<file path="config.mk">
export PLATFORM = sky130hd
export DESIGN_NAME = data_bus_interconnect_flat
export DESIGN_NICKNAME = d
export VERILOG_FILES = /design/src/rtl/data_bus_interconnect_if.sv /design/src/rtl/data_bus_interconnect.sv /design/src/flat_wrapper.sv
export SDC_FILE = /design/constraint.sdc
export NUM_CORES = 1
export LEC_CHECK = 0
export BUFFER_PORTS_ARGS = -buffer_cell sky130_fd_sc_hd__buf_4
export CAP_MARGIN = 30
export CELL_PAD_IN_SITES_DETAIL_PLACEMENT = 0
export CELL_PAD_IN_SITES_GLOBAL_PLACEMENT = 1
export CORE_AREA = 2 2 371 373
export DETAILED_ROUTE_END_ITERATION = 10
export DIE_AREA = 0 0 373 375
export PLACE_DENSITY = 0.37
export SETUP_SLACK_MARGIN = 0.4
export SLEW_MARGIN = 5
export SYNTH_ARGS = -nofsm -noshare
export SYNTH_HDL_FRONTEND = slang
export SYNTH_SLANG_ARGS = --single-unit
</file>
<file path="constraint.sdc">
create_clock -name clk -period 2.68 [get_ports clk]
set_clock_uncertainty 0.15 [all_clocks]
set_input_delay 0.268 -clock clk [delete_from_list [all_inputs] [get_ports clk]]
set_output_delay 0.268 -clock clk [all_outputs]
set_load 0.01 [all_outputs]
</file>
<file path="src/rtl/data_bus_interconnect_if.sv">
// data_bus_interconnect_if: core request/response channel plus the per-slave fan-out bundle
interface data_bus_interconnect_if #(
    parameter int NUM_SLAVES = 8
);
    logic                        core_req;
    logic                        core_we;
    logic [3:0]                  core_be;
    logic [31:0]                 core_addr;
    logic [31:0]                 core_wdata;
    logic                        core_gnt;
    logic                        core_rvalid;
    logic                        core_err;
    logic [31:0]                 core_rdata;
    logic [NUM_SLAVES-1:0]       slv_req;
    logic [NUM_SLAVES-1:0]       slv_we;
    logic [NUM_SLAVES-1:0][3:0]  slv_be;
    logic [NUM_SLAVES-1:0][31:0] slv_addr;
    logic [NUM_SLAVES-1:0][31:0] slv_wdata;
    logic [NUM_SLAVES-1:0]       slv_gnt;
    logic [NUM_SLAVES-1:0]       slv_rvalid;
    logic [NUM_SLAVES-1:0]       slv_err;
    logic [NUM_SLAVES-1:0][31:0] slv_rdata;

    // interconnect side: serves the core, drives the slave request lines
    modport slave (
        input  core_req, core_we, core_be, core_addr, core_wdata,
        output core_gnt, core_rvalid, core_err, core_rdata,
        output slv_req, slv_we, slv_be, slv_addr, slv_wdata,
        input  slv_gnt, slv_rvalid, slv_err, slv_rdata
    );

    // environment side: the core master and the slave devices
    modport master (
        output core_req, core_we, core_be, core_addr, core_wdata,
        input  core_gnt, core_rvalid, core_err, core_rdata,
        input  slv_req, slv_we, slv_be, slv_addr, slv_wdata,
        output slv_gnt, slv_rvalid, slv_err, slv_rdata
    );
endinterface

</file>
<file path="src/rtl/data_bus_interconnect.sv">
// data_bus_interconnect: address-decoded 1-to-N bus fabric with in-order response tracking.
// Define DATA_BUS_GNT_TIMEOUT_EN to enable the grant-wait watchdog (GNT_TIMEOUT cycles).
module data_bus_interconnect #(
    parameter int                          NUM_SLAVES      = 8,
    parameter int                          MAX_OUTSTANDING = 2,
    parameter logic [NUM_SLAVES-1:0][31:0] SLAVE_BASE      = '0,
    parameter logic [NUM_SLAVES-1:0][31:0] SLAVE_MASK      = '0,
    parameter int                          GNT_TIMEOUT     = 255
) (
    input logic                    clk,
    input logic                    rst_n,
    data_bus_interconnect_if.slave bus
);
    localparam int IDW = $clog2(NUM_SLAVES + 1);
    localparam int SW  = NUM_SLAVES > 1 ? $clog2(NUM_SLAVES) : 1;
    localparam int PW  = MAX_OUTSTANDING > 1 ? $clog2(MAX_OUTSTANDING) : 1;
    localparam int CW  = $clog2(MAX_OUTSTANDING) + 1;
    localparam logic [IDW-1:0] ERR_ID   = IDW'(NUM_SLAVES);
    localparam logic [PW-1:0]  LAST_PTR = PW'(MAX_OUTSTANDING - 1);
    localparam logic [CW-1:0]  FULL_CNT = CW'(MAX_OUTSTANDING);

    logic [IDW-1:0] fifo [MAX_OUTSTANDING];
    logic [PW-1:0]  wr_ptr;
    logic [PW-1:0]  rd_ptr;
    logic [CW-1:0]  count;
    logic [IDW-1:0] last_id;
    logic [IDW-1:0] tgt;
    logic [IDW-1:0] head;
    logic [IDW-1:0] push_id;
    logic [SW-1:0]  sel;
    logic [SW-1:0]  hsel;
    logic           empty;
    logic           stall;
    logic           raw_gnt;
    logic           tmo;
    logic           push;
    logic           pop;
    logic           head_err;

`ifdef DATA_BUS_GNT_TIMEOUT_EN
    localparam int TW = GNT_TIMEOUT > 0 ? $clog2(GNT_TIMEOUT + 1) : 1;
    logic [TW-1:0] tmo_cnt;
`endif

    // address decode: lowest-index hit wins, no hit targets the error responder
    always_comb begin
        tgt = ERR_ID;
        for (int i = NUM_SLAVES - 1; i >= 0; i--)
            if ((bus.core_addr & SLAVE_MASK[i]) == SLAVE_BASE[i]) tgt = IDW'(i);
    end

    // grant gating against the tracking FIFO and response routing from its head
    always_comb begin
        sel = tgt[SW-1:0];
        empty = count == '0;
        stall = count == FULL_CNT || (!empty && last_id != tgt);
        raw_gnt = tgt == ERR_ID || bus.slv_gnt[sel];
`ifdef DATA_BUS_GNT_TIMEOUT_EN
        tmo = bus.core_req && !stall && !raw_gnt && tmo_cnt == TW'(GNT_TIMEOUT);
`else
        tmo = GNT_TIMEOUT < 0;
`endif
        bus.core_gnt = bus.core_req && !stall && (raw_gnt || tmo);
        push = bus.core_gnt;
        push_id = tmo ? ERR_ID : tgt;
        head = fifo[rd_ptr];
        hsel = head[SW-1:0];
        head_err = !empty && head == ERR_ID;
        bus.core_rvalid = !empty && (head_err || bus.slv_rvalid[hsel]);
        bus.core_err = !empty && (head_err || bus.slv_err[hsel]);
        bus.core_rdata = (empty || head_err) ? '0 : bus.slv_rdata[hsel];
        pop = bus.core_rvalid;
    end

    // only the decoded slave sees the request and payload, and only when not held off
    always_comb begin
        bus.slv_req = '0;
        bus.slv_we = '0;
        bus.slv_be = '0;
        bus.slv_addr = '0;
        bus.slv_wdata = '0;
        if (!stall && !tmo && tgt != ERR_ID) begin
            bus.slv_req[sel] = bus.core_req;
            bus.slv_we[sel] = bus.core_we;
            bus.slv_be[sel] = bus.core_be;
            bus.slv_addr[sel] = bus.core_addr;
            bus.slv_wdata[sel] = bus.core_wdata;
        end
    end

    // FIFO pointers, occupancy and the most recently pushed target
    always_ff @(posedge clk or negedge rst_n) begin
        if (!rst_n) begin
            wr_ptr <= '0;
            rd_ptr <= '0;
            count <= '0;
            last_id <= '0;
        end else begin
            if (push) begin
                wr_ptr <= wr_ptr == LAST_PTR ? '0 : wr_ptr + 1'b1;
                last_id <= push_id;
            end
            if (pop) rd_ptr <= rd_ptr == LAST_PTR ? '0 : rd_ptr + 1'b1;
            count <= count + CW'(push) - CW'(pop);
        end
    end

    // FIFO entry storage; validity is tracked by the occupancy counter
    always_ff @(posedge clk) begin
        if (push) fifo[wr_ptr] <= push_id;
    end

`ifdef DATA_BUS_GNT_TIMEOUT_EN
    // count cycles an unstalled request waits for its grant
    always_ff @(posedge clk or negedge rst_n) begin
        if (!rst_n) tmo_cnt <= '0;
        else if (!bus.core_req || bus.core_gnt) tmo_cnt <= '0;
        else if (!stall) tmo_cnt <= tmo_cnt + 1'b1;
    end
`endif
endmodule

</file>
<file path="src/flat_wrapper.sv">
// flat-port wrapper written by rule: the top's interface ports become plain ports
module data_bus_interconnect_flat 
#(
    parameter int                          NUM_SLAVES      = 8,
    parameter int                          MAX_OUTSTANDING = 2,
    parameter logic [NUM_SLAVES-1:0][31:0] SLAVE_BASE      = '0,
    parameter logic [NUM_SLAVES-1:0][31:0] SLAVE_MASK      = '0,
    parameter int                          GNT_TIMEOUT     = 255
)
  (clk, rst_n, bus_core_req, bus_core_we, bus_core_be, bus_core_addr, bus_core_wdata, bus_core_gnt, bus_core_rvalid, bus_core_err, bus_core_rdata, bus_slv_req, bus_slv_we, bus_slv_be, bus_slv_addr, bus_slv_wdata, bus_slv_gnt, bus_slv_rvalid, bus_slv_err, bus_slv_rdata);
  data_bus_interconnect_if #(.NUM_SLAVES(NUM_SLAVES)) bus_i ();
  input logic clk;
  input logic rst_n;
  input wire logic [$bits(bus_i.core_req)-1:0] bus_core_req;
  input wire logic [$bits(bus_i.core_we)-1:0] bus_core_we;
  input wire logic [$bits(bus_i.core_be)-1:0] bus_core_be;
  input wire logic [$bits(bus_i.core_addr)-1:0] bus_core_addr;
  input wire logic [$bits(bus_i.core_wdata)-1:0] bus_core_wdata;
  output wire logic [$bits(bus_i.core_gnt)-1:0] bus_core_gnt;
  output wire logic [$bits(bus_i.core_rvalid)-1:0] bus_core_rvalid;
  output wire logic [$bits(bus_i.core_err)-1:0] bus_core_err;
  output wire logic [$bits(bus_i.core_rdata)-1:0] bus_core_rdata;
  output wire logic [$bits(bus_i.slv_req)-1:0] bus_slv_req;
  output wire logic [$bits(bus_i.slv_we)-1:0] bus_slv_we;
  output wire logic [$bits(bus_i.slv_be)-1:0] bus_slv_be;
  output wire logic [$bits(bus_i.slv_addr)-1:0] bus_slv_addr;
  output wire logic [$bits(bus_i.slv_wdata)-1:0] bus_slv_wdata;
  input wire logic [$bits(bus_i.slv_gnt)-1:0] bus_slv_gnt;
  input wire logic [$bits(bus_i.slv_rvalid)-1:0] bus_slv_rvalid;
  input wire logic [$bits(bus_i.slv_err)-1:0] bus_slv_err;
  input wire logic [$bits(bus_i.slv_rdata)-1:0] bus_slv_rdata;
  assign bus_i.core_req = bus_core_req;
  assign bus_i.core_we = bus_core_we;
  assign bus_i.core_be = bus_core_be;
  assign bus_i.core_addr = bus_core_addr;
  assign bus_i.core_wdata = bus_core_wdata;
  assign bus_core_gnt = bus_i.core_gnt;
  assign bus_core_rvalid = bus_i.core_rvalid;
  assign bus_core_err = bus_i.core_err;
  assign bus_core_rdata = bus_i.core_rdata;
  assign bus_slv_req = bus_i.slv_req;
  assign bus_slv_we = bus_i.slv_we;
  assign bus_slv_be = bus_i.slv_be;
  assign bus_slv_addr = bus_i.slv_addr;
  assign bus_slv_wdata = bus_i.slv_wdata;
  assign bus_i.slv_gnt = bus_slv_gnt;
  assign bus_i.slv_rvalid = bus_slv_rvalid;
  assign bus_i.slv_err = bus_slv_err;
  assign bus_i.slv_rdata = bus_slv_rdata;
  data_bus_interconnect #(.NUM_SLAVES(NUM_SLAVES), .MAX_OUTSTANDING(MAX_OUTSTANDING), .SLAVE_BASE(SLAVE_BASE), .SLAVE_MASK(SLAVE_MASK), .GNT_TIMEOUT(GNT_TIMEOUT)) u_core (.clk(clk), .rst_n(rst_n), .bus(bus_i));
endmodule
</file>
# --- After elaboration in Yosys (flattened, before gate mapping) ---
# Cells that the tools add are included.
# Widths: inputs -> output; s select.
word_totals:
  reg_bits: 2
  inputBits: 352
  output_inout_bits: 595
  wordCells: 29
op_classes:
  add_sub_neg: 2
  order_cmp: 1
  eq_ne: 2
  mux: 12
  n_reduce_logical: 11
op_table:
  columns: ["operator", "count"]
  rows:
  - ["$mux 32", 4]
  - ["$bmux 32 s3", 1]
  - ["$bmux 1 s3", 2]
  - ["$logic_and 1x1->1", 5]
  - ["$eq 4x4->1 const AB", 1]
  - ["$lt 3x4->1 const AB", 1]
  - ["$mux 1", 4]
  - ["$mux 4", 1]
  - ["$logic_or 1x1->1", 3]
  - ["$add 2x1->2", 1]
  - ["$eq 2x2->1 const B", 1]
  - ["$logic_not 1->1", 2]
  - ["$logic_not 2->1", 1]
  - ["$sub 2x1->2", 1]

# --- Logic depth before layout (Yosys ltp) ---
# Gate-level depths: netlist of the first run.
logic_depth:
  word_depth: 6
  mapped_depth: 9
  depth_no_buf: 7

# --- Worst setup path before layout of the first run ---
# No wires, ideal clock.
synth_path:
  path_kind: "reg2reg"
  startpoint: "register u_core.count[1]"
  endpoint: "register u_core.count[1]"
  setup_time_ps: 123
  arrival_ps: 1687
  t_required_ps: 2407
  path_slack_ps: 720
  path_stages_with_launch: 9
  n_path_buf: 1
  period_less_slack_ps: 1960
  path_cell_list: "dfrtp_1 nor2_1 clkbuf_4 nor2b_1 ha_1 inv_1 ha_1 xnor2_1 xnor2_1"
synth_via:
  elab_chain_len: 6
  word_cells_on_any_way: 11
  cone_classes: "2 x add/sub; 1 x eq/ne; 8 x reduce/logical"
synth_lines:
  columns: ["element", "line", "source"]
  rows:
  - ["from (decl)", "data_bus_interconnect.sv:25", "logic [CW-1:0] count;"]
  - ["from (signal assigned)", "data_bus_interconnect.sv:104", "count <= count + CW'(push) - CW'(pop);"]
  - ["$logic_not 2->1 *", "data_bus_interconnect.sv:55", "empty = count == '0;"]
  - ["$logic_not 1->1 *", null, null]
  - ["$logic_and 1x1->1", "data_bus_interconnect.sv:68", "head_err = !empty && head == ERR_ID;"]
  - ["$logic_or 1x1->1", "data_bus_interconnect.sv:69", "bus.core_rvalid = !empty && (head_err || bus.slv_rvalid[hsel]);"]
  - ["$logic_and 1x1->1 *", "data_bus_interconnect.sv:69", null]
  - ["via bus_core_rvalid", "flat_wrapper.sv:20", "output wire logic [$bits(bus_i.core_rvalid)-1:0] bus_core_rvalid;"]
  - ["$sub 2x1->2 *", "data_bus_interconnect.sv:104", null]
# Mark *: on every way through the listed nets, which the timed path passes. The rest lies on a longest branch.

# --- Worst setup path after layout of the first run ---
layout_path:
  startpoint: "register u_core.count[0]"
  endpoint: "output bus_slv_wdata[11]"
layout_via:
  elab_chain_len: 2
layout_lines:
  columns: ["element", "line", "source"]
  rows:
  - ["$eq 2x2->1", "data_bus_interconnect.sv:56", "stall = count == FULL_CNT || (!empty && last_id != tgt);"]
  - ["$mux 32", "data_bus_interconnect.sv:82", "if (!stall && !tmo && tgt != ERR_ID) begin"]
  - ["to (decl)", "flat_wrapper.sv:27", "output wire logic [$bits(bus_i.slv_wdata)-1:0] bus_slv_wdata;"]
# No other way between the ends.

==> impl_metrics.tcl, run 1 <==
set metrics [dict create \
    ff2ff_setup_slack_ns 0.71 \
    seq_power_share_pct 2.8 \
    ir_drop_mv 0.1927 \
    crit_path_start "u_core.count[0]" \
    num_vias 3039 \
    ios 947 \
    ys.flop_type "dfrtp_1" \
    min_path_type "primary input to async pin" \
    power_mw 2.610 \
    synth.avg_cell_area_um2 7.426 \
    insertion_delay_ns 0.22 \
    critPathCaptureType "output port" \
    nets 1179 \
    maxCapViolCount 0 \
    fill_cells 16220 \
    drc 0 \
    drt_pre_antenna_iters 4 \
    grt-ovfl-total 0 \
    crit_slowest_cell "dfrtp_1" \
    clock_power_share_pct 8.5 \
    syn_inst 617 \
    htree_levels 1 \
    power.density_mw_per_mm2 392.8 \
    largest_reg_flops 2 \
    wl_per_cell_um 6.330 \
    arrival_ns 1.67 \
    worstSetupPathType "flip-flop to output port" \
    outcome "complete, no violations" \
    antenna_found_initial 23 \
    crit_cells 4 \
    drv_slew 0 \
    top_register "u_core.count" \
    rr_worst_depth 7 \
    start_util_pct 3.362 \
    path_clk_slew_ns 0.03 \
    fp-row-count 136 \
    power.internal_mw 1.227 \
    r2r_start "u_core.count[0]" \
    utilization_pct 4.874 \
    cts_sinks 2 \
    hold_ws_ns 0.3395 \
    ys_top_cells_by_count "490 x buf_4, 52 x and2_1, 18 x and2_2, 18 x nor2b_1, 12 x nor2b_2" \
    switchingPower_mw 1.383 \
    netlist_area_mm2 0.004582 \
    die_y_um 375 \
    track_usage_pct 2.103 \
    place_congestion 0.6200 \
    synth-seq-cells 2 \
    max_stage_delay_ns 0.40 \
    setup_violations 0 \
    cts-root-buf "clkbuf_16" \
    ys_warn_count 0 \
    io_buffers 211 \
    cp_max_fo 46 \
    synth_top_cell_by_area "buf_4" \
    endpoint "bus_slv_wdata[11]" \
    start_kind "flip-flop" \
    synth_edf_count 0 \
    reg_top3 "u_core.count (2)" \
    vias_per_cell 1.159 \
    grt_pass1_wl_um 18640 \
    core-area_mm2 0.1363 \
    p_sw_share_pct 52.99 \
    grt_max_degree 46 \
    drive_gt1_share_pct 30.74 \
    area_delta_synth_final_pct 45.00 \
    required_ns 2.26 \
    timing.final.crit_share_pct 77.76 \
    ys_types 19 \
    cts-resized-gates 0 \
    synthArstFlopShare_pct 100.0 \
    cts_buffer_depth 2 \
    antenna_left 0 \
    hold_viol_final 0 \
    yosysMostFrequentCell "buf_4" \
    p_leak_nw 3.036 \
    cp_num_buf_inv 2 \
    cts_tree "yes" \
    dieArea_mm2 0.1399 \
    place_worst_setup_slack_ns 0.6341 \
    synth_area_leaders "buf_4 80%, and2_1 7.1%, and2_2 2.9%" \
    fmax_mhz 479.8 \
    setup_ws_ns 0.5960 \
    period_needed_ns 2.084 \
    totalNegativeSetupSlack_ns 0 \
    seq_area_frac_synth_pct 1.092 \
    post_cts_buffers 0 \
    yosysTopAreaCellShare_pct 80.28 \
    drt_iter0_drc 41 \
    crit_chain "nand2b_4 > buf_12 > and2_2 > buf_4" \
    power.share.combinational_pct 88.7 \
    hpwlAfterDp_um 16000 \
    grt_pass1_vias 2054 \
    cts_buffers 3 \
    routed_wl_um 16590 \
    r2r_end "u_core.count[1]" \
    die_x_um 373 \
    rsz0062_at_grt "false" \
    critical-path-top-delay-family "simple AND/OR/NAND/NOR gates" \
]
==> cell type report <==
type	instances	area (um2)	share of cell area, %
Inverter	1	3.754	0.05650
Multi-Input combinational cell	602	2631	39.60
Clock buffer	3	75.07	1.130
Timing Repair Buffer	215	1629	24.52
Sequential cell	2	50.05	0.7533
Tap cell	1794	2245	33.79
Antenna cell	4	10.01	0.1507
==> power by group through the flow <==
stage                     Combinational, mW  Clock, mW  Sequential [mW]
after floorplan                        1.71          0           0.0587
after global placement                 2.48          0           0.0747
after global routing                   2.58      0.231           0.0751
after detailed placement               2.43          0           0.0735
after CTS                              2.44      0.227           0.0734
final                                  2.31      0.222           0.0731
==> cell families (layout without fill, tap and decap cells) <==
kind of cell  count (synthesis)  in the layout  synth area share (%)
other cells                   1            494               0.08184
simple gates                108            108                 16.03
flops                         2              2                 1.092
fa+ha+maj                     2              2                0.5461
buf+inv                     502            219                 81.87
xor+xnor                      2              2                0.3824
==> routing by layer <==
layer  global-route usage (%)  vias to the layer above  part of all wire, %
met2                    4.069                      451                   53
li1                         -                     1281                    -
met4                   0.9894                       14                  3.5
met3                    1.573                       34                   20
met1                    1.446                     1259                   23
met5                        0                        -                 0.49
==> what timing repair did <==
| item | CTS | global route |
|---|---|---|
| hold buffers | 1 | 0 |
| setup endpoints to repair | 0 | 0 |
| endpoints found under the hold margin | 2 | 0 |
==> worst min path at each step <==
| stage | to | startpoint |
|---|---|---|
| 5_1_grt | u_core.count[1] | rst_n |
| 6_report | u_core.count[0] | rst_n |
| 3_5_place_dp | u_core.count[1] | rst_n |
| 2_1_floorplan | u_core.count[0] | rst_n |
| 4_1_cts | u_core.count[0] | rst_n |
| 3_3_place_gp | u_core.count[1] | rst_n |
==> per-stage QoR <==
| step | std cells | cell area, um2 |
|---|---|---|
| finish | 2621 | 6644 |
| global route | 2619 | 6639 |
| CTS | 2617 | 6634 |
| detailed placement | 2613 | 6549 |
| global placement | 2613 | 6549 |
| floorplan | 1106 | 6417 |
==> layout by cell type, fill, tap and decap left out, types with 3 or more instances in the layout <==
master	n
conb_1	490
buf_4	213
and2_1	52
and2_2	18
nor2b_1	18
nor2b_2	12
diode_2	4
and2b_2	4
clkbuf_16	3
Power figures use the tool's default switching activity.
==> inputs of run 2 (changes only) <==
--- a/config.mk
+++ b/config.mk
@@ -5,14 +5,15 @@
 export SDC_FILE = /design/constraint.sdc
 export NUM_CORES = 1
 export LEC_CHECK = 0
+export ABC_AREA = 1
 export BUFFER_PORTS_ARGS = -buffer_cell sky130_fd_sc_hd__buf_4
 export CAP_MARGIN = 30
 export CELL_PAD_IN_SITES_DETAIL_PLACEMENT = 0
 export CELL_PAD_IN_SITES_GLOBAL_PLACEMENT = 1
-export CORE_AREA = 2 2 371 373
+export CORE_AREA = 2 2 367 369
 export DETAILED_ROUTE_END_ITERATION = 10
-export DIE_AREA = 0 0 373 375
-export PLACE_DENSITY = 0.37
+export DIE_AREA = 0 0 369 371
+export PLACE_DENSITY = 0.38
 export SETUP_SLACK_MARGIN = 0.4
 export SLEW_MARGIN = 5
 export SYNTH_ARGS = -nofsm -noshare
==> constraint.sdc (replaced) <==
create_clock -name clk -period 2.03 [get_ports clk]
set_clock_uncertainty 0.15 [all_clocks]
set_input_delay 0.203 -clock clk [delete_from_list [all_inputs] [get_ports clk]]
set_output_delay 0.203 -clock clk [all_outputs]
set_load 0.01 [all_outputs]
==> run 2 against run 1 <==
Compared with the run above: first-iteration DRC count is 46% lower; combinational power is 97% higher; critical path depth is 1 higher; final cell count is 4.2% higher; non-clock buffer count is 25 higher; area after synthesis is 2.0% higher; synthesized cell count is 18% higher; count of clock-buffer cells in the layout is 1 higher; core utilization is 0.86 points higher; setup slack worse by 0.36 ns; critical endpoint is now bus_core_rdata[18].
==> impl_metrics.tcl, run 2 <==
set metrics [dict create \
    outcome "complete, no violations" \
    timing.final.crit_share_pct 88.32 \
    drt_pre_antenna_iters 2 \
    ys.flop_type "dfrtp_1" \
    place_congestion 0.6207 \
    netlist_area_mm2 0.004674 \
    synth_edf_count 0 \
    syn_inst 728 \
    min_path_type "primary input to async pin" \
    vias_per_cell 1.284 \
    start_kind "flip-flop" \
    grt_max_degree 25 \
    nets 1316 \
    drive_gt1_share_pct 31.22 \
    period_needed_ns 1.793 \
    ir_drop_mv 0.4187 \
    antenna_found_initial 8 \
    crit_slowest_cell "dfrtp_2" \
    fill_cells 15790 \
    grt_pass1_vias 2426 \
    cp_num_buf_inv 3 \
    ys_warn_count 0 \
    io_buffers 211 \
    synth_area_leaders "buf_4 80%, inv_1 8.7%, nor2_1 8.4%" \
    rr_worst_depth 10 \
    insertion_delay_ns 0.22 \
    area_delta_synth_final_pct 62.87 \
    p_leak_nw 3.799 \
    top_register "u_core.count" \
    track_usage_pct 2.044 \
    totalNegativeSetupSlack_ns 0 \
    htree_levels 1 \
    power.density_mw_per_mm2 651.2 \
    grt_busiest_layer "met2" \
    cp_common_cell "buf_4" \
    critPathCaptureType "output port" \
    largest_reg_flops 2 \
    setup_ws_ns 0.2371 \
    yosysTopAreaCellShare_pct 79.82 \
    gr-usage-met2_pct 3.972 \
    ys_top_cells_by_count "497 x buf_4, 108 x inv_1, 104 x nor2_1" \
    dieArea_mm2 0.1369 \
    wl_per_cell_um 6.628 \
    start_util_pct 3.520 \
    path_clk_slew_ns 0.03 \
    ys_types 13 \
    yosysMostFrequentCell "buf_4" \
    r2r_start "u_core.count[1]" \
    final_cell_mix "490 x conb_1, 183 x buf_4, 108 x inv_1, 56 x nor2_1, 42 x buf_6" \
    crit_chain "nor2_4 > buf_4 > buf_12 > nor2_1 > buf_4" \
    seq_area_frac_synth_pct 1.071 \
    synthArstFlopShare_pct 100.0 \
    ff2ff_setup_slack_ns 0.26 \
    rsz0062_at_grt "true" \
    r2r_end "u_core.count[1]" \
    die_x_um 369 \
    core-area_mm2 0.1328 \
    gr-usage-met3_pct 0.9178 \
    crit_cells 5 \
    maxCapViolCount 0 \
    required_ns 1.68 \
    fmax_mhz 557.8 \
    arrival_ns 1.44 \
    antenna_left 0 \
    hold_ws_ns 0.3333 \
    place_worst_setup_slack_ns 0.3613 \
    gr-usage-met1_pct 1.903 \
    endpoint "bus_core_rdata[18]" \
    cts_tree "yes" \
    grt_pass1_wl_um 18420 \
    cts-root-buf "clkbuf_16" \
    reg_top3 "u_core.count (2)" \
    cp_max_fo 10 \
    crit_path_start "u_core.count[0]" \
    cts_sinks 2 \
    synth.avg_cell_area_um2 6.421 \
    cts_buffer_depth 2 \
    synth-seq-cells 2 \
    num_vias 3507 \
    fp-row-count 134 \
    final_common_cell "conb_1" \
    setup_violations 0 \
    worstSetupPathType "flip-flop to output port" \
    ios 947 \
    routed_wl_um 18110 \
    drc 0 \
    max_stage_delay_ns 0.41 \
    synth_top_cell_by_area "buf_4" \
    critical-path-top-delay-family "buffers and inverters" \
    hpwlAfterDp_um 13790 \
    drt_iter0_drc 22 \
    die_y_um 371 \
    grt-ovfl-total 0 \
    hold_viol_final 0 \
    cts_buffers 3 \
    drv_slew 0 \
]
-- run 2: where the power goes --
group          internal, mW  total [mW]  switching (mW)
sequential           0.0664       0.104          0.0371
combinational          2.06        4.55            2.49
clock                 0.259       0.309          0.0502
total                  2.38        4.96            2.58
-- run 2: how the worst min path moves through the flow --
stage	startpoint	endpoint	slack, ns	depth (start not counted)
after floorplan	rst_n	u_core.count[0]	-0.24	0
after global placement	rst_n	u_core.count[1]	-0.15	1
after detailed placement	rst_n	u_core.count[1]	-0.15	1
after CTS	rst_n	u_core.count[0]	0.39	2
after global routing	rst_n	u_core.count[1]	0.38	2
final	rst_n	u_core.count[0]	0.33	2
-- run 2: what timing repair did --
action,CTS,global route
gates cloned,3,7
endpoints found under the setup margin,105,105
buffers inserted,11,4
hold buffers,1,0
hold endpoints to repair,2,0
gates resized for setup,21,117
pin swaps,4,2
-- run 2: final cells by class --
type	instances	area, um2	share of cell area (%)
diodes	3	7.507	0.09860
clock buffers	4	78.83	1.035
inverters	109	409.1	5.374
multi-input cells	606	2656	34.89
flip-flops and latches	2	52.55	0.6902
well taps	1768	2212	29.06
repair buffers	240	2197	28.86
-- run 2: stage by stage --
stage                     instances  power, mW  utilization [%]  cell area (um2)
after floorplan                1217      2.241                -             6535
after global placement         2699      3.122            4.990             6626
after detailed placement       2699      3.077            4.990             6626
after CTS                      2718      4.088            5.252             6974
after global routing           2729      5.427            5.728             7606
final                          2732      4.958            5.734             7614
-- run 2: kinds of logic (layout without fill, tap and decap cells) --
family / after synthesis / after routing / synth area share (%)
buf+inv: 609 / 353 / 88.89
simple gates: 114 / 114 / 9.422
fa+ha+maj: 2 / 2 / 0.5352
flops: 2 / 2 / 1.071
other cells: 1 / 493 / 0.08022
-- run 2: worst register-to-register path: stages, from the launching register on --
cell	delay, ns
dfrtp_2	0.43
inv_2	0.09
nor2_4	0.04
buf_4	0.18
nor2_4	0.10
nand2_2	0.08
ha_4	0.26
inv_1	0.04
ha_2	0.16
nand3_1	0.07
nand2_1	0.05
-- run 2: layer usage --
metal	wire, um	vias up
li1	-	1564
met1	5503	1495
met2	9897	426
met3	2497	12
met4	153	10
met5	57	-
